===== src/rtl/apb_req_arbiter_pkg.sv =====
// Shared definitions for the APB write-request arbiter: state encodings,
// default payload widths and the grant-index width helper.
package apb_req_arbiter_pkg;

    localparam int AW_DEFAULT   = 32;
    localparam int DW_DEFAULT   = 32;
    localparam int SELW_DEFAULT = 2;

    typedef enum logic [2:0] {
        ST_ARB    = 3'd0,
        ST_ISSUE  = 3'd1,
        ST_WAIT   = 3'd2,
        ST_DONE   = 3'd3,
        ST_REJECT = 3'd4
    } arb_state_t;

    typedef enum logic [1:0] {
        M_IDLE   = 2'd0,
        M_SETUP  = 2'd1,
        M_ACCESS = 2'd2
    } mst_state_t;

    // A single requester still needs one bit to name it.
    function automatic int id_width(input int n);
        return (n > 1) ? $clog2(n) : 1;
    endfunction

endpackage


===== src/rtl/apb_req_arbiter_rr_arbiter.sv =====
// Combinational rotating-priority pick: the first set request strictly after
// rr_ptr, wrapping around, wins.
module rr_arbiter
    import apb_req_arbiter_pkg::*;
#(
    parameter int NREQ = 4,
    localparam int IW  = id_width(NREQ)
) (
    input  logic [NREQ-1:0] req,
    input  logic [IW-1:0]   rr_ptr,
    output logic [IW-1:0]   winner,
    output logic            any_req
);

    logic [IW-1:0] idx;

    // Walk from the farthest candidate to the nearest so the nearest set bit
    // is the last one written and therefore the one that sticks.
    always_comb begin
        winner  = '0;
        any_req = 1'b0;
        idx     = '0;
        for (int k = NREQ; k >= 1; k--) begin
            idx = IW'((int'(rr_ptr) + k) % NREQ);
            if (req[idx]) begin
                winner  = idx;
                any_req = 1'b1;
            end
        end
    end

endmodule


===== src/rtl/apb_req_arbiter.sv =====
// Shares one APB write master among NREQ requesters: round-robin pick, payload
// latch, one-cycle issue pulse, completion detect and done/err acknowledge.
module apb_req_arbiter
    import apb_req_arbiter_pkg::*;
#(
    parameter int NREQ = 4,
    parameter int AW   = AW_DEFAULT,
    parameter int DW   = DW_DEFAULT,
    parameter int SELW = SELW_DEFAULT,
    localparam int IW  = id_width(NREQ)
) (
    input  logic                 pclk,
    input  logic                 prst,
    input  logic [NREQ-1:0]      req_valid,
    input  logic [NREQ*AW-1:0]   req_addr,
    input  logic [NREQ*DW-1:0]   req_wdata,
    input  logic [NREQ*SELW-1:0] req_sel,
    output logic [NREQ-1:0]      req_done,
    output logic [NREQ-1:0]      req_err,
    output logic                 m_valid,
    output logic                 m_write,
    output logic [AW-1:0]        m_addr,
    output logic [DW-1:0]        m_wdata,
    output logic [SELW-1:0]      m_sel,
    input  logic                 penable,
    input  logic                 pready,
    output logic [IW-1:0]        grant_id,
    output logic                 busy
);

    arb_state_t      state;
    logic [IW-1:0]   rr_ptr;
    logic [IW-1:0]   winner;
    logic            any_req;
    logic [AW-1:0]   win_addr;
    logic [DW-1:0]   win_wdata;
    logic [SELW-1:0] win_sel;

    rr_arbiter #(.NREQ(NREQ)) u_rr (
        .req     (req_valid),
        .rr_ptr  (rr_ptr),
        .winner  (winner),
        .any_req (any_req)
    );

    always_comb begin
        win_addr  = '0;
        win_wdata = '0;
        win_sel   = '0;
        for (int k = 0; k < NREQ; k++) begin
            if (winner == IW'(k)) begin
                win_addr  = req_addr[k*AW +: AW];
                win_wdata = req_wdata[k*DW +: DW];
                win_sel   = req_sel[k*SELW +: SELW];
            end
        end
    end

    // The master only ever writes.
    assign m_write = 1'b1;

    // The m_* payload is only reloaded in ARB, so it stays stable from the
    // issue pulse until the arbiter returns to ARB after the transfer.
    always_ff @(posedge pclk or negedge prst) begin
        if (!prst) begin
            state    <= ST_ARB;
            rr_ptr   <= IW'(NREQ - 1);
            grant_id <= '0;
            m_valid  <= 1'b0;
            m_addr   <= '0;
            m_wdata  <= '0;
            m_sel    <= '0;
            busy     <= 1'b0;
            req_done <= '0;
            req_err  <= '0;
        end else begin
            case (state)
                ST_ARB: begin
                    if (any_req) begin
                        grant_id <= winner;
                        m_addr   <= win_addr;
                        m_wdata  <= win_wdata;
                        m_sel    <= win_sel;
                        busy     <= 1'b1;
                        if (win_sel == '0) begin
                            req_err[winner] <= 1'b1;
                            state           <= ST_REJECT;
                        end else begin
                            m_valid <= 1'b1;
                            state   <= ST_ISSUE;
                        end
                    end
                end
                ST_ISSUE: begin
                    m_valid <= 1'b0;
                    state   <= ST_WAIT;
                end
                ST_WAIT: begin
                    if (penable && pready) begin
                        req_done[grant_id] <= 1'b1;
                        state              <= ST_DONE;
                    end
                end
                ST_DONE: begin
                    req_done <= '0;
                    rr_ptr   <= grant_id;
                    busy     <= 1'b0;
                    state    <= ST_ARB;
                end
                ST_REJECT: begin
                    req_err <= '0;
                    rr_ptr  <= grant_id;
                    busy    <= 1'b0;
                    state   <= ST_ARB;
                end
                default: begin
                    m_valid  <= 1'b0;
                    req_done <= '0;
                    req_err  <= '0;
                    busy     <= 1'b0;
                    state    <= ST_ARB;
                end
            endcase
        end
    end

endmodule


===== config.mk =====
export PLATFORM = sky130hd
export DESIGN_NAME = apb_req_arbiter
export DESIGN_NICKNAME = d
export VERILOG_FILES = /design/src/rtl/apb_req_arbiter_pkg.sv /design/src/rtl/apb_req_arbiter_rr_arbiter.sv /design/src/rtl/apb_req_arbiter.sv
export SDC_FILE = /design/constraint.sdc
export NUM_CORES = 1
export LEC_CHECK = 0
export CAP_MARGIN = 30
export CORE_AREA = 4 4 135 137
export DETAILED_ROUTE_END_ITERATION = 12
export DIE_AREA = 0 0 139 141
export GPL_TIMING_DRIVEN = 1
export PLACE_DENSITY = 0.69
export SETUP_SLACK_MARGIN = 0.3
export SYNTH_ARGS = -nofsm -noshare
export SYNTH_HDL_FRONTEND = slang
export SYNTH_HIERARCHICAL = 1
export SYNTH_SLANG_ARGS = --single-unit
export TNS_END_PERCENT = 50

===== constraint.sdc =====
create_clock -name pclk -period 2.6 [get_ports pclk]
set_input_delay 0.26 -clock pclk [delete_from_list [all_inputs] [get_ports pclk]]
set_output_delay 0.26 -clock pclk [all_outputs]
set_load 0.02 [all_outputs]

### After elaboration in Yosys (flattened, before gate mapping)

Cells that the tools add are included.

| storage, ports and cells | value |
|---|---|
| memories kept | 0 |
| ROM bits | 0 |
| input bits | 272 |
| RAM bits | 0 |
| output and inout bits | 79 |
| register bits after elaboration | 83 |
| bits in latches | 0 |
| logic and storage cells | 102 |

| cells by class | value |
|---|---|
| shift operators | 0 |
| equal/unequal tests | 11 |
| divide/modulo/power cells | 0 |
| muxes and demuxes | 46 |
| bitwise gates (word level) | 6 |
| $add $sub $neg | 4 |
| $lt $le $gt $ge | 8 |
| reductions and logical operators | 17 |
| multipliers | 0 |

Operators by type and width:

| kind | number |
|---|---|
| $mux W32 | 8 |
| $lt A2 B3 Y1 const B | 6 |
| $mux W2 | 8 |
| $pmux W4 S2 | 2 |
| $mux W1 | 13 |
| $mux W4 | 3 |
| $mux W3 | 3 |
| $pmux W3 S3 | 1 |
| $reduce_or A3 Y1 | 3 |
| $bmux W1 S2 | 4 |
| $ne A2 B2 Y1 const B | 4 |
| $or A4 B4 Y4 | 2 |
| $reduce_and A2 Y1 | 4 |
| $eq A3 B2 Y1 const B | 2 |
| $reduce_and A3 Y1 | 2 |
| $add A2 B1 Y2 const B | 2 |
| $add A2 B2 Y2 const B | 2 |
| $demux W1 S2 | 2 |
| $eq A2 B2 Y1 const B | 2 |
| $ge A2 B1 Y1 const B | 2 |
| $logic_not A2 Y1 | 2 |
| $not A1 Y1 | 4 |
| $pmux W1 S2 | 2 |
| $reduce_or A2 Y1 | 2 |
| other kinds (5) | 7 |

### Longest topological paths before layout

Gate-level depths: netlist (run 1).

| depth | value |
|---|---|
| depth after elaboration | 16 |
| gate-level depth with buffers | 9 |
| depth with buffers taken out | 6 |

### Hierarchy

The synthesis (run 1) kept the hierarchy.

Modules (own cells, without submodules):

| module | sequential area each (sq um) | area each (sq um) | cells an instance | instances |
|---|---|---|---|---|
| apb_req_arbiter | 2,079.5 | 4,807.1 | 429 | 1 |
| rr_arbiter | 0.0 | 91.3 | 14 | 1 |

### Worst setup path after synthesis (run 1)

Ideal clock, no wire load.

| timing path | value |
|---|---|
| path type | reg-to-reg |
| from | register rr_ptr[1] |
| to | register m_addr[28] |
| buffers on the path | 3 |
| setup time | 0.117 ns |
| data arrival time | 2.081 ns |
| period minus slack after synthesis | 2.198 ns |
| slack | 0.402 ns |
| data required time | 2.483 ns |
| cell stages (with the launch flop) | 10 |
| cell sequence | dfstp_2 > nand2b_1 > a21oi_2 > o221ai_2 > buf_2 > buf_6 > buf_4 > mux4_2 > nand2_1 > nand2_1 |

| between the ends | value |
|---|---|
| cells in the longest elaborated chain, start to end | 12 |
| elaborated cells between the ends (all ways) | 29 |
| those cells by class | 4 x add/sub; 3 x eq/ne; 20 x mux; 2 x reduce/logical |

RTL lines:

| what | line | source |
|---|---|---|
| from (decl) | apb_req_arbiter.sv:32 | `logic [IW-1:0] rr_ptr;` |
| from (signal assigned) | apb_req_arbiter.sv:67 | `rr_ptr <= IW'(NREQ - 1);` |
| from (signal assigned) | apb_req_arbiter.sv:106 | `rr_ptr <= grant_id;` |
| from (signal assigned) | apb_req_arbiter.sv:112 | `rr_ptr <= grant_id;` |
| $add A2 B1 Y2 | apb_req_arbiter_rr_arbiter.sv:24 | `idx = IW'((int'(rr_ptr) + k) % NREQ);` |
| $bmux W1 S2 | apb_req_arbiter_rr_arbiter.sv:25 | `if (req[idx]) begin` |
| $mux W1 (implied by the code) | apb_req_arbiter_rr_arbiter.sv:25 |  |
| $mux W2 (3 in a row) | apb_req_arbiter_rr_arbiter.sv:25 |  |
| $mux W2 (*) | apb_req_arbiter_rr_arbiter.sv:25 |  |
| named net winner[0] | apb_req_arbiter.sv:33 | `logic [IW-1:0] winner;` |
| $logic_not A2 Y1 | apb_req_arbiter.sv:51 | `if (winner == IW'(k)) begin` |
| $mux W32 (3 in a row) | apb_req_arbiter.sv:51 |  |
| $mux W32 (*) | apb_req_arbiter.sv:51 |  |
| to (signal assigned) | apb_req_arbiter.sv:81 | `m_addr <= win_addr;` |
| to (decl) | apb_req_arbiter.sv:22 | `output logic [AW-1:0] m_addr,` |

The timed path passes the listed nets; every way through them passes the cells marked *. The select of a mux whose other input is x is not followed.
A chain may end at the register's enable or synchronous reset.

### Worst setup path after layout (run 1)

| timing path | value |
|---|---|
| from | register rr_ptr[1] |
| to | register m_addr[13] |

Same word-level chain as after synthesis.

==> flow_summary.ini, run 1 <==
[worst_setup_path]
arrival_ns = 2.47
crit_buf_inv = 3
critical_path.max_stage_delay_ns = 0.60
endpoint_kind = flop
worstPathRequired_ns = 2.84
cp_max_fo = 7
slowest_stage = dfstp_2
startpoint_type = flop
crit_type = flop to flop
cp_top_family = flip-flops
worstPathCellList = nand2b_4, a21oi_4, o221ai_4, buf_12, clkbuf_16, clkbuf_16, mux4_2, nand2_1, nand2_1

[global_route]
grt_pass1_wl_um = 28900
grt_use_total_pct = 18.9
grt-ovfl-total = 0
grtUsageMet1_pct = 21.9
met2_usage_pct = 34.2
grt_antenna_before_repair = 0
grt_start_max_net_pins = 70
busiest_layer = met2
groute.layer.met3.usage_pct = 5.39
grt_pass1_vias = 5067

[clock_network]
numCtsBuffers = 9
clock-root-buffer = clkbuf_16
cts_tree = built
clk_latency_ns = 0.35
clk_pin_slew_ns = 0.07
h-tree-depth = 3
cts.sinks = 83
clockBufferDepth = 2

[logic_synthesis]
syn_area_per_cell_sq_um = 11.1
synth.largest_area_cell = dfrtp_1
synth_top_area_share_pct = 41.4
synth_edf_count = 0
synthTopCellsByCount = nand2_1 (206), dfrtp_1 (81), mux4_2 (66)
syn_inst = 443
syn_nets = 715
async_flop_share_pct = 100
ys.flop_type = dfrtp_1
synth.most_common_cell = nand2_1
yosysWarningCount = 6
synth-seq-area-share_pct = 42.5
netlist_area_sq_um = 4900
ys_types = 33
ys_top_cells_by_area = dfrtp_1 (41%), mux4_2 (30%), nand2_1 (16%)
synth_seq_cells = 83

[power]
p_comb_share_pct = 61.6
power_frac_seq_pct = 25.2
p_switching_mw = 3.85
power.density_nw_per_um2 = 1030
sw_frac_of_total_pct = 40.9
p_leak_nw = 3.84
internal_power_mw = 5.57
vdd.ir_drop.worst_v = 0.000518
p_clk_share_pct = 13.2
p_total_mw = 9.42

[placed_design]
place_ws_ns = 0.0726
routabilityCongestion = 0.855
io_buffers = 349
dp_hpwl_um = 15300

[floorplan]
core-area_sq_um = 17100
die_w_um = 139
fp.dieArea_sq_um = 19600
start_util_pct = 28.7
die_y_um = 141
rows = 48
ios = 351

[sta]
setup_viol = 0
finalHoldViolCount = 0
clock.fmax_mhz = 447
max-slew-margin-rel_pct = 45.0
finalSetupTns_ns = 0
fin_crit_sh_pct = 86.0
rsz0062_at_grt = true
slew_viol_final = 0
worst_slack_ns = 0.363
tightest_slew_ns = 0.824
layout_min_cycle_time_ns = 2.24
fin_skew_ns = 0.0115

[final_layout]
syn_to_final_growth_pct = 86.9
nFillCells = 1525
nets = 1061
antenna_cells = 0
drive_gt1_share_pct = 14.9

[detailed_routing]
drc = 0
viasPerCell = 4.68
drt-total-wl_um = 19400
drtIter0Drc = 254
drtPass1Iterations = 5
ant_nets = 0
vias = 4772
wire_per_inst_um = 19.0

[worst_hold_path]
hold_class = input pin to asynchronous set/reset pin

[job]
maxCapViolCount = 0

[status]
status = finished, final reports clean
==> metrics by stage <==
step | area [sq um] | utilization (%) | hold slack, ns | std cells
floorplan | 4900 | - | -0.0356 | 443
global placement | 8700 | 51.0 | 0.284 | 996
detailed placement | 8700 | 51.0 | 0.288 | 996
CTS | 9010 | 52.8 | 0.447 | 1014
global route | 9160 | 53.7 | 0.489 | 1019
finish | 9160 | 53.7 | 0.434 | 1019
==> power by group through the flow <==
stage | clock, mW | sequential [mW] | combinational [mW]
floorplan | 0 | 3.02 | 2.62
global placement | 0 | 2.37 | 5.61
detailed placement | 0 | 2.39 | 5.68
CTS | 1.27 | 2.38 | 5.73
global route | 1.33 | 2.47 | 6.30
finish | 1.24 | 2.38 | 5.80
==> routing by layer <==
metal,vias to the layer above,share of wire [%],routed length (um)
met3,20,7.8,1500
met1,2283,38,7350
met5,-,0,0
li1,2243,-,-
met4,0,1.7,323
met2,226,53,10200
==> final cells by class <==
cell class                 count  area (sq um)  area share (%)
clock buffer                   9           225            2.46
clock inverter                 7          58.8           0.642
inverter                       6          22.5           0.246
multi-input combinational    318          2630            28.8
sequential                    83          2080            22.7
tap                          225           282            3.07
timing repair buffer         371          3860            42.1
==> kinds of logic (layout without fill, tap and decap cells) <==
family,after synthesis,after routing,synth area share [%]
compound gates,21,21,3.09
buf+inv,42,393,4.80
flops,83,83,42.5
mux,69,69,31.0
other cells,1,1,0.0766
simple gates,227,227,18.6
==> placed cells by master (no fill, tap or decap), types with 5 or more instances in the layout <==
master	Yosys	layout
buf_12	0	8
buf_4	4	8
clkbuf_16	0	13
clkdlybuf4s50_1	0	348
dfrtp_1	81	81
inv_1	6	6
mux4_2	66	66
nand2_1	206	205
nand2b_1	7	6
nor2_1	5	5
o21ai_0	6	5
==> flip-flops by register name, indices dropped and copies added, names as in the netlist <==
| signal | cells |
|---|---|
| m_addr | 32 |
| m_wdata | 32 |
| req_done | 4 |
| req_err | 4 |
| state | 3 |
| grant_id | 2 |
| m_sel | 2 |
| rr_ptr | 2 |
| busy | 1 |
| m_valid | 1 |
==> final timing paths <==
check	slack, ns	cells after the start	startpoint	to
setup / recovery	0.36	9	rr_ptr[1]	m_addr[13]
min in group pclk	0.47	2	m_wdata[12]	m_wdata[12]
hold / removal	0.43	2	prst	m_wdata[18]
setup reg to reg	0.36	9	rr_ptr[1]	m_addr[13]
max in group asynchronous	1.50	3	prst	rr_ptr[0]
hold reg to reg	0.47	2	m_wdata[12]	m_wdata[12]
==> repair_timing <==
action | 4_1_cts | 5_1_grt
buffers inserted | 1 | 1
resized for setup | 0 | 8
hold endpoints to repair | 39 | 0
hold buffers | 1 | 0
setup endpoints to repair | 4 | 47
pin swaps | 1 | 8
cloned | 0 | 4
Power figures use the tool's default switching activity.
==> run 2, diff against run 1 <==
- SETUP_SLACK_MARGIN: 0.3 -> unset
==> flow_summary.ini, run 2 (same netlist as run 1, synthesis figures left out) <==
[global_route]
grt-ovfl-total = 0
grt_antenna_before_repair = 0
grt_use_total_pct = 18.9
grt_start_max_net_pins = 70
grt_pass1_wl_um = 28900
grt_pass1_vias = 5064

[sta]
fin_crit_sh_pct = 88.6
finalHoldViolCount = 0
rsz0062_at_grt = false
finalSetupTns_ns = 0
max-slew-margin-rel_pct = 44.4
layout_min_cycle_time_ns = 2.30
fin_skew_ns = 0.0126
slew_viol_final = 0
tightest_slew_ns = 0.834
clock.fmax_mhz = 434
setup_viol = 0

[detailed_routing]
ant_nets = 0
vias = 4709
drt-total-wl_um = 18800
drtIter0Drc = 242
wire_per_inst_um = 18.6
drc = 0
viasPerCell = 4.65
drtPass1Iterations = 4

[final_layout]
layout_common_cells = clkdlybuf4s50_1 (348), nand2_1 (206), dfrtp_1 (81)
syn_to_final_growth_pct = 83.6
top_regs = m_addr (32), m_wdata (32)
drive_gt1_share_pct = 13.8
antenna_cells = 0
nFillCells = 1542
final_common_cell = clkdlybuf4s50_1
nets = 1055
final_cells = 1013

[clock_network]
post_cts_resized = 0
cts.sinks = 83
clockBufferDepth = 2
clk_pin_slew_ns = 0.07
clk_latency_ns = 0.34
clock-root-buffer = clkbuf_16
h-tree-depth = 3
numCtsBuffers = 9
cts_tree = built

[floorplan]
ios = 351
fp.dieArea_sq_um = 19600
die_y_um = 141
start_util_pct = 28.7
core-area_sq_um = 17100
die_w_um = 139
rows = 48

[worst_setup_path]
endpoint_kind = flop
startpoint_type = flop
crit_type = flop to flop
critical_path.max_stage_delay_ns = 0.59
worstPathRequired_ns = 2.82
cp_max_fo = 11
worstPathCellList = nand2b_1, a21oi_2, o221ai_4, buf_12, buf_12, mux4_2, nand2_1, nand2_1
cp_top_family = flip-flops
arrival_ns = 2.53
slowest_stage = dfstp_2
crit_buf_inv = 2

[placed_design]
dp.cells = 996
dp_hpwl_um = 15300
routabilityCongestion = 0.855
io_buffers = 349

[power]
p_leak_nw = 3.77
power.density_nw_per_um2 = 1020
vdd.ir_drop.worst_v = 0.000545

[worst_hold_path]
hold_class = input pin to asynchronous set/reset pin

[job]
maxCapViolCount = 0

[status]
status = finished, final reports clean
==> run 2: cell type report <==
class | instances | area, sq um | area share [%]
Clock buffer | 9 | 225 | 2.50
Clock inverter | 7 | 58.8 | 0.654
Inverter | 6 | 22.5 | 0.250
Multi-Input combinational cell | 318 | 2610 | 29.0
Sequential cell | 83 | 2080 | 23.1
Tap cell | 225 | 282 | 3.13
Timing Repair Buffer | 365 | 3710 | 41.3
==> run 2: routing by layer <==
metal / GRT usage [%] / vias to the layer above / share of wire (%)
li1: - / 2231 / -
met1: 21.9 / 2235 / 38
met2: 34.2 / 221 / 53
met3: 5.39 / 22 / 7.9
met4: 5.46 / 0 / 1.7
met5: 0 / - / 0
==> run 2: report_power, final <==
group,switching [mW],internal (mW)
clock,0.574,0.661
sequential,0.420,1.96
combinational,2.78,2.79
==> run 2: path summary, 6_finish.rpt <==
kind / start / end / slack, ns / depth (start not counted)
setup / recovery: rr_ptr[1] / m_wdata[31] / 0.30 / 8
hold / removal: prst / m_wdata[18] / 0.43 / 2
setup reg to reg: rr_ptr[1] / m_wdata[31] / 0.30 / 8
hold reg to reg: m_wdata[12] / m_wdata[12] / 0.47 / 2
max in group asynchronous: prst / rr_ptr[0] / 1.50 / 3
min in group pclk: m_wdata[12] / m_wdata[12] / 0.47 / 2
==> run 2: per-stage QoR <==
stage                     instance area [sq um]  total power [mW]  hold slack, ns  util [%]  setup slack (ns)
after floorplan                            4900              5.63         -0.0356         -             0.402
after global routing                       8990              9.86           0.489      52.7             0.155
final                                      8990              9.18           0.433      52.7             0.297
after CTS                                  8990              9.35           0.447      52.7             0.284
after global placement                     8700              7.98           0.284      51.0             0.110
after detailed placement                   8700              8.08           0.288      51.0            0.0726
==> run 2: repair_timing <==
action	CTS	global route
hold endpoints to repair	39	0
setup buffers	0	0
hold buffers	1	0
==> run 3, diff against run 2 <==
- ABC_AREA: unset -> 1
- PLACE_DENSITY: 0.69 -> 0.7
==> flow_summary.ini, run 3 <==
[status]
status = finished, final reports clean

[worst_setup_path]
slowest_stage = dfstp_2
crit_type = flop to flop
crit_buf_inv = 2
cp_max_fo = 28
cp_top_family = simple AND/OR/NAND/NOR gates
critical_path.max_stage_delay_ns = 0.67
cp_common_cell = nand2_1
endpoint_kind = flop
worstPathRequired_ns = 2.86
worstPathCellList = nand2_1, o21ai_2, nand2_1, nand2_1, nand2_1, nand3_1, nand2_1, inv_2, buf_4, nand3_1, nand3_1, a21oi_1, o21ai_1
startpoint_type = flop
arrival_ns = 2.60

[final_layout]
final_util_pct = 53.3
final_common_cell = clkdlybuf4s50_1
layout_common_cells = clkdlybuf4s50_1 (348), nand2_1 (211), nand3_1 (111)
syn_to_final_growth_pct = 79.5
top_regs = m_addr (32), m_wdata (32)
drive_gt1_share_pct = 5.66
antenna_cells = 0
nets = 1292
final_cells = 1250

[logic_synthesis]
synthTopCellsByCount = nand2_1 (212), nand3_1 (111), a21oi_1 (102)
async_flop_share_pct = 100
ys_top_cells_by_area = dfrtp_1 (40%), nand2_1 (16%), nand3_1 (11%)
syn_nets = 969
yosysWarningCount = 6
synth.largest_area_cell = dfrtp_1
synth_seq_cells = 83
syn_area_per_cell_sq_um = 7.26
synth-seq-area-share_pct = 41.1
synth.most_common_cell = nand2_1
synth_edf_count = 0
synth_top_area_share_pct = 40.0
netlist_area_sq_um = 5060
ys_types = 32
syn_inst = 697
ys.flop_type = dfrtp_1

[sta]
finalSetupTns_ns = 0
fin_crit_sh_pct = 90.1
slew_viol_final = 0
fin_skew_ns = 0.00795
rsz0062_at_grt = false
worst_slack_ns = 0.258
clock.fmax_mhz = 427
finalHoldViolCount = 0
setup_viol = 0
max-slew-margin-rel_pct = 57.8
layout_min_cycle_time_ns = 2.34
tightest_slew_ns = 0.634

[floorplan]
die_w_um = 139
die_y_um = 141
start_util_pct = 29.7
core-area_sq_um = 17100
fp.dieArea_sq_um = 19600
rows = 48
ios = 351

[power]
p_leak_nw = 3.91
vdd.ir_drop.worst_v = 0.000779
p_comb_share_pct = 71.7
power.density_nw_per_um2 = 1390
sw_frac_of_total_pct = 49.8
power_frac_seq_pct = 18.7
p_switching_mw = 6.28
internal_power_mw = 6.33
p_clk_share_pct = 9.6

[global_route]
grt_pass1_vias = 6174
grt_pass1_wl_um = 33600
grt_start_max_net_pins = 70
grt_antenna_before_repair = 1
grt-ovfl-total = 0
grt_use_total_pct = 21.4

[clock_network]
clk_latency_ns = 0.34
numCtsBuffers = 9
cts.sinks = 83
h-tree-depth = 3
post_cts_resized = 0
post_cts_buffers = 0
cts_hold_buf = 1
clockBufferDepth = 2
clk_pin_slew_ns = 0.06
cts_tree = built
clock-root-buffer = clkbuf_16

[detailed_routing]
viasPerCell = 4.88
drc = 0
vias = 6098
ant_nets = 0
drtIter0Drc = 316
drt-total-wl_um = 21500
drtPass1Iterations = 4
wire_per_inst_um = 17.2

[placed_design]
routabilityCongestion = 0.856
dp_hpwl_um = 16300
dp.cells = 1233
io_buffers = 349
place_ws_ns = 0.198

[worst_hold_path]
hold_class = flop to flop

[job]
maxCapViolCount = 0
-- run 3: changes by cell type in the layout (fill, tap and decap cells not counted), sizes merged, moves of 3 or more --
cell / delta
a32o: -4
a21oi: +98
nor2: +12
nand3: +111
nand4: +3
nand2b: -7
clkinv: +5
a2bb2oi: +33
nand2: +14
o21ai: +36
mux4: -66
inv: +15
-- run 3: power groups by stage --
| stage | logic [mW] | registers, mW | clock network [mW] |
|---|---|---|---|
| final | 9.04 | 2.36 | 1.21 |
| after floorplan | 5.06 | 2.98 | 0 |
| after CTS | 9.16 | 2.36 | 1.25 |
| after global routing | 10.0 | 2.45 | 1.31 |
| after detailed placement | 9.16 | 2.36 | 0 |
| after global placement | 9.01 | 2.37 | 0 |
-- run 3: area by class of cell --
type | instances | area [sq um]
clock buffer | 10 | 239
sequential | 83 | 2080
clock inverter | 6 | 41.3
tap | 225 | 282
timing repair buffer | 364 | 3730
inverter | 25 | 103
multi-input combinational | 537 | 2610
fill | 1636 | 7970
-- run 3: worst register-to-register path, cell delays in order (launching register included) --
cell	delay, ns
dfstp_2	0.67
nand2_1	0.10
o21ai_2	0.09
nand2_1	0.09
nand2_1	0.06
nand2_1	0.04
nand3_1	0.06
nand2_1	0.16
inv_2	0.18
buf_4	0.33
nand3_1	0.19
nand3_1	0.12
a21oi_1	0.06
o21ai_1	0.13
-- run 3: path summary, 6_finish.rpt --
check | slack [ns] | endpoint | start | depth (start not counted)
max in group asynchronous | 1.40 | rr_ptr[0] | prst | 3
worst min register to register | 0.49 | m_wdata[0] | m_wdata[0] | 2
worst max-delay path | 0.26 | m_addr[28] | rr_ptr[0] | 13
worst max register to register | 0.26 | m_addr[28] | rr_ptr[0] | 13
min in group asynchronous | 0.50 | m_addr[21] | prst | 2
worst min-delay path | 0.49 | m_wdata[0] | m_wdata[0] | 2
-- run 3: cells by family after synthesis --
group	count (synthesis)	synth area share [%]
AND/OR/NAND/NOR	357	30.8
AO/OA/AOI/OAI	179	20.3
flip-flops	83	41.1
buffers and inverters	77	7.76
other	1	0.0741
-- run 3: metal layers --
layer  vias to the layer above  share of wire (%)  global-route usage, %
li1                       3015                  -                      -
met1                      2784                 40                   25.2
met2                       247                 50                   37.4
met3                        50                6.9                   5.66
met4                         2                3.3                   8.14
met5                         -              0.061                      0
-- run 3: through the flow --
| step | hold slack [ns] | cell area (sq um) | total power [mW] |
|---|---|---|---|
| 2_1_floorplan | -0.0356 | 5060 | 8.04 |
| 3_3_place_gp | 0.318 | 8790 | 11.4 |
| 3_5_place_dp | 0.321 | 8790 | 11.5 |
| 4_1_cts | 0.490 | 9080 | 12.8 |
| 5_1_grt | 0.530 | 9080 | 13.8 |
| 6_report | 0.487 | 9080 | 12.6 |
==> edit 1 (flow settings as in run 2) <==
Reset style: synchronous (`prst`), changed in one clocked block.
--- a/src/rtl/apb_req_arbiter.sv
+++ b/src/rtl/apb_req_arbiter.sv
@@ -62,5 +62,5 @@
     // The m_* payload is only reloaded in ARB, so it stays stable from the
     // issue pulse until the arbiter returns to ARB after the transfer.
-    always_ff @(posedge pclk or negedge prst) begin
+    always_ff @(posedge pclk) begin
         if (!prst) begin
             state    <= ST_ARB;
Behaviour: differs if prst is asserted again (counterexample within 4 cycles, from zero or initial values and one cycle with prst low); with prst held inactive, the same outputs for 4 cycles.
==> edit 1 against run 2 <==
- critical path depth stayed put
- cell area is 1.6% lower
- synthesized area is 1.5% lower
- power is 29% lower
- global-route usage is 0.45 points lower
- routed wire length is 0.18% higher
- fmax is 8.8% higher
- sequential cell count stayed put
- worst setup slack better by 0.19 ns
- critical path type is now in2reg
- critical endpoint is now m_addr[12]
- largest power group unchanged
==> edit 1: results (changes against run 2) <==
worstHoldStart: "prst"
synth.avg_cell_area_sq_um: 10.40  # was 11.06 sq um
place_hpwl_um: 15140  # was 15250 um
wl_met2_um: 9724  # was 9894 um
wl_met3_um: 1521  # was 1485 um
numPortBuffers: 349  # unchanged
yosys-top-cells-area: "dfxtp_1, mux4_2, nand2_1"  # was dfrtp_1, mux4_2, nand2_1
cpMaxStageDelayCell: "mux4_2"  # was dfstp_2
vdd_drop_max_mv: 0.3876  # was 0.5454 mV
synthDistinctLibCells: 32  # was 33
reg_top3: "m_addr: 32 flops, m_wdata: 32 flops"  # unchanged
antennaDiodeCount: 0  # unchanged
power_leakage_nw: 3.165  # was 3.765 nW
cp_max_fo: 35  # was 11
grt_first_pass_wirelength_um: 28020  # was 28870 um
status: "complete, no violations"  # unchanged
worstReg2RegEnd: "m_addr[12]"  # was m_wdata[31]
r2r-start: "rr_ptr[1]"  # unchanged
clk_pin_slew_worst_paths_ns: 0.06
synth_fp_nets: 736  # was 715
max_slew_margin_pct: 62.67  # was 44.43%
gp_congestion: 0.8490  # was 0.8553
synth_commonest_cells: "nand2_1, dfxtp_1, mux4_2, a21boi_0, a21boi_1"  # was nand2_1, dfrtp_1, mux4_2, buf_2
numCtsBuffers: 9  # unchanged
nNetsFinal: 1066  # was 1055
synth_warnings: 6  # unchanged
slowest_delay_ns: 0.57  # was 0.59 ns
first_iter_violations: 241  # was 242
dpl_cell_area_sq_um: 8573  # was 8700 sq um
grt_use_total_pct: 18.46  # was 18.91%
grt_pass1_vias: 5035  # was 5064
yosysSeqAreaShare_pct: 34.45  # was 42.45%
min_path_type: "in2reg"  # was in2async
cts.htree.levels: 3  # unchanged
drive_gt1_share_pct: 12.64  # was 13.83%
insertion_delay_ns: 0.34  # about the same
wl_met1_um: 7234  # was 7123 um
grt_max_degree: 39  # was 70
hold_end: "m_wdata[5]"
drt-pass1-iter-count: 4  # unchanged
crit_arrival_ns: 2.33  # was 2.53 ns
drt-wirelength-per-cell_um: 18.42  # was 18.59 um
cts.repair.resized: 0  # unchanged
reg2reg_depth: 7  # was 8
ff2ff_setup_slack_ns: 0.49  # was 0.30 ns
detail_route.vias_per_cell: 4.797  # was 4.649
fin_skew_ns: 0.006955  # was 0.01263 ns
synth_flop_cell: "dfxtp_1"  # was dfrtp_1
holdWs_ns: 0.2441  # was 0.4326 ns
top_layer: "met4"  # unchanged
async_flop_share_pct: 0  # was 100.0%
## edit 1: area by class of cell
type	instances	area, sq um
Tap cell	225	281.5
Fill cell	1595	8203
Inverter	1	3.754
Clock buffer	10	239.0
Sequential cell	83	1662
Multi-Input combinational cell	337	2953
Timing Repair Buffer	362	3674
Clock inverter	6	41.29
## edit 1: report_power, final
group / internal, mW / switching [mW] / total, mW / leakage (nW)
logic: 1.78 / 1.68 / 3.45 / 2.35
registers: 1.63 / 0.234 / 1.86 / 0.684
clock network: 0.672 / 0.547 / 1.22 / 0.130
## edit 1: worst max path at each step
stage | to | start | cells past startpoint
final | m_addr[12] | req_valid[3] | 8
after global routing | m_addr[28] | rr_ptr[1] | 8
after CTS | m_wdata[13] | rr_ptr[1] | 8
after detailed placement | m_addr[12] | req_valid[3] | 8
after global placement | m_wdata[13] | req_valid[3] | 9
after floorplan | m_valid | rr_ptr[1] | 8
## edit 1: kinds of logic (layout without fill, tap and decap cells)
| family | count (synthesis) | after routing | synth area share [%] |
|---|---|---|---|
| buffers and inverters | 44 | 379 | 4.799 |
| and+or+nand+nor | 175 | 175 | 15.62 |
| AOI/OAI and AO/OA | 94 | 94 | 14.03 |
| DFF | 83 | 83 | 34.45 |
| muxes | 67 | 67 | 31.02 |
| other | 1 | 1 | 0.07775 |
## edit 1: per-layer routing
metal	global-route usage, %	up-vias
met5	0	-
met2	32.75	210
met4	6.334	0
li1	-	2343
met1	21.45	2338
met3	5.224	21
## edit 1: per-stage QoR
| step | util [%] | cells | worst slack, ns |
|---|---|---|---|
| after detailed placement | 50.26 | 1008 | 0.1346 |
| after global routing | 51.91 | 1024 | 0.3350 |
| final | 51.91 | 1024 | 0.4834 |
| after CTS | 51.91 | 1024 | 0.4947 |
| after floorplan | - | 464 | 0.6227 |
| after global placement | 50.26 | 1008 | 0.1607 |
## edit 1: critical path, delay by kind of cell
kind                   cells  cell delay, ns
AO/OA/AOI/OAI              3            0.36
buffers and inverters      2            0.83
multiplexers               1            0.57
AND/OR/NAND/NOR            2            0.26
==> edit 2 (flow settings as in run 2) <==
Without the edit above. `NREQ` is set to 4 in 2 places; all go to 5.
--- a/src/rtl/apb_req_arbiter_rr_arbiter.sv
+++ b/src/rtl/apb_req_arbiter_rr_arbiter.sv
@@ -4,5 +4,5 @@
     import apb_req_arbiter_pkg::*;
 #(
-    parameter int NREQ = 4,
+    parameter int NREQ = 5,
     localparam int IW  = id_width(NREQ)
 ) (
--- a/src/rtl/apb_req_arbiter.sv
+++ b/src/rtl/apb_req_arbiter.sv
@@ -4,5 +4,5 @@
     import apb_req_arbiter_pkg::*;
 #(
-    parameter int NREQ = 4,
+    parameter int NREQ = 5,
     parameter int AW   = AW_DEFAULT,
     parameter int DW   = DW_DEFAULT,
Ports: changed (7 resized); port bits go from 351 to 421. The function was not compared with the original's and may differ.
==> edit 2 against run 2 <==
- the run now ends with setup timing left
- synthesized cell count grew 65%
- hold slack better by 0.024 ns
- critical path type unchanged
- largest cell class unchanged
- routed wire length is 130% higher
- utilization grew 33 points
- sequential share of layout area is 8.1 points lower
- clock power up 22%
- synthesized area up 50%
- power grew to 3.2 times the old value
- worst setup slack lost 2.3 ns
- clock skew is 0.0038 ns lower
- non-clock buffer count up 233
- sequential cell count rose by 4
- cell area grew 62%
==> edit 2: results (changes against run 2) <==
synth_commonest_cells: "nor2_1, dfrtp_1, a221oi_1, mux4_2"  # was nand2_1, dfrtp_1, mux4_2, buf_2
status: "finished, violations left"  # was complete, no violations
drt-pass1-iter-count: 5  # was 4
detail_route.vias_per_cell: 6.279  # was 4.649
power_leakage_nw: 5.726  # was 3.765 nW
grt_use_total_pct: 38.91  # was 18.91%
synth_xor_area_share_pct: 1.920  # was 0%
wl_met1_um: 14200  # was 7123 um
finalNonFillerCells: 1517  # was 1013
p_per_area_nw_per_um2: 2044  # was 1021 nW/um^2
setup_violations: 78  # was 0
routed_wl_um: 43590  # was 18830 um
place_hpwl_um: 30160  # was 15250 um
wl_met2_um: 20990  # was 9894 um
grt_max_degree: 56  # was 70
antenna_found_initial: 11  # was 0
synth_compound_area_share_pct: 19.59  # was 3.091%
violations: "setup timing"
place_inst: 1444  # was 996
wl_met3_um: 4375  # was 1485 um
crit_end: "m_addr[28]"  # was m_wdata[31]
crit_arrival_ns: 4.83  # was 2.53 ns
postCtsSetupBuffers: 25  # was 0
yosys-top-cells-area: "dfrtp_1, mux4_2, nor2_1"  # was dfrtp_1, mux4_2, nand2_1
fin_ws_ns: -1.987  # was 0.2970 ns
grt_pass1_vias: 9520  # was 5064
nFillCells: 877  # was 1542
yosysSeqAreaShare_pct: 29.58  # was 42.45%
reg2reg_depth: 22  # was 8
nNetsFinal: 1637  # was 1055
dpl_cell_area_sq_um: 12820  # was 8700 sq um
grt_first_pass_wirelength_um: 58160  # was 28870 um
grt_use_met3_pct: 10.72  # was 5.393%
max_slew_margin_pct: 60.24  # was 44.43%
[edit 2: cell count changes in the layout (fill, tap and decap cells not counted), sizes merged, moves of 13 or more]
| cell | before | now |
|---|---|---|
| inv | 9 | 22 |
| ha | 0 | 22 |
| nand3 | 1 | 16 |
| a221oi | 0 | 66 |
| buf | 16 | 174 |
| nand2 | 206 | 28 |
| clkdlybuf4s50 | 348 | 418 |
| nor2 | 5 | 160 |
| a21oi | 4 | 20 |
[edit 2: where the power goes]
part           internal, mW  total [mW]  switching (mW)
clock network         0.877        1.51           0.635
logic                  13.6        25.6            12.0
registers              2.11        2.63           0.526
total                  16.6        29.7            13.1
[edit 2: area by class of cell]
class | count | share of cell area [%]
diodes | 11 | 0.1892
clock buffers | 10 | 1.643
clock inverters | 6 | 0.6366
inverters | 24 | 0.6624
multi-input cells | 556 | 38.37
flip-flops and latches | 87 | 14.99
well taps | 225 | 1.935
repair buffers | 598 | 41.57
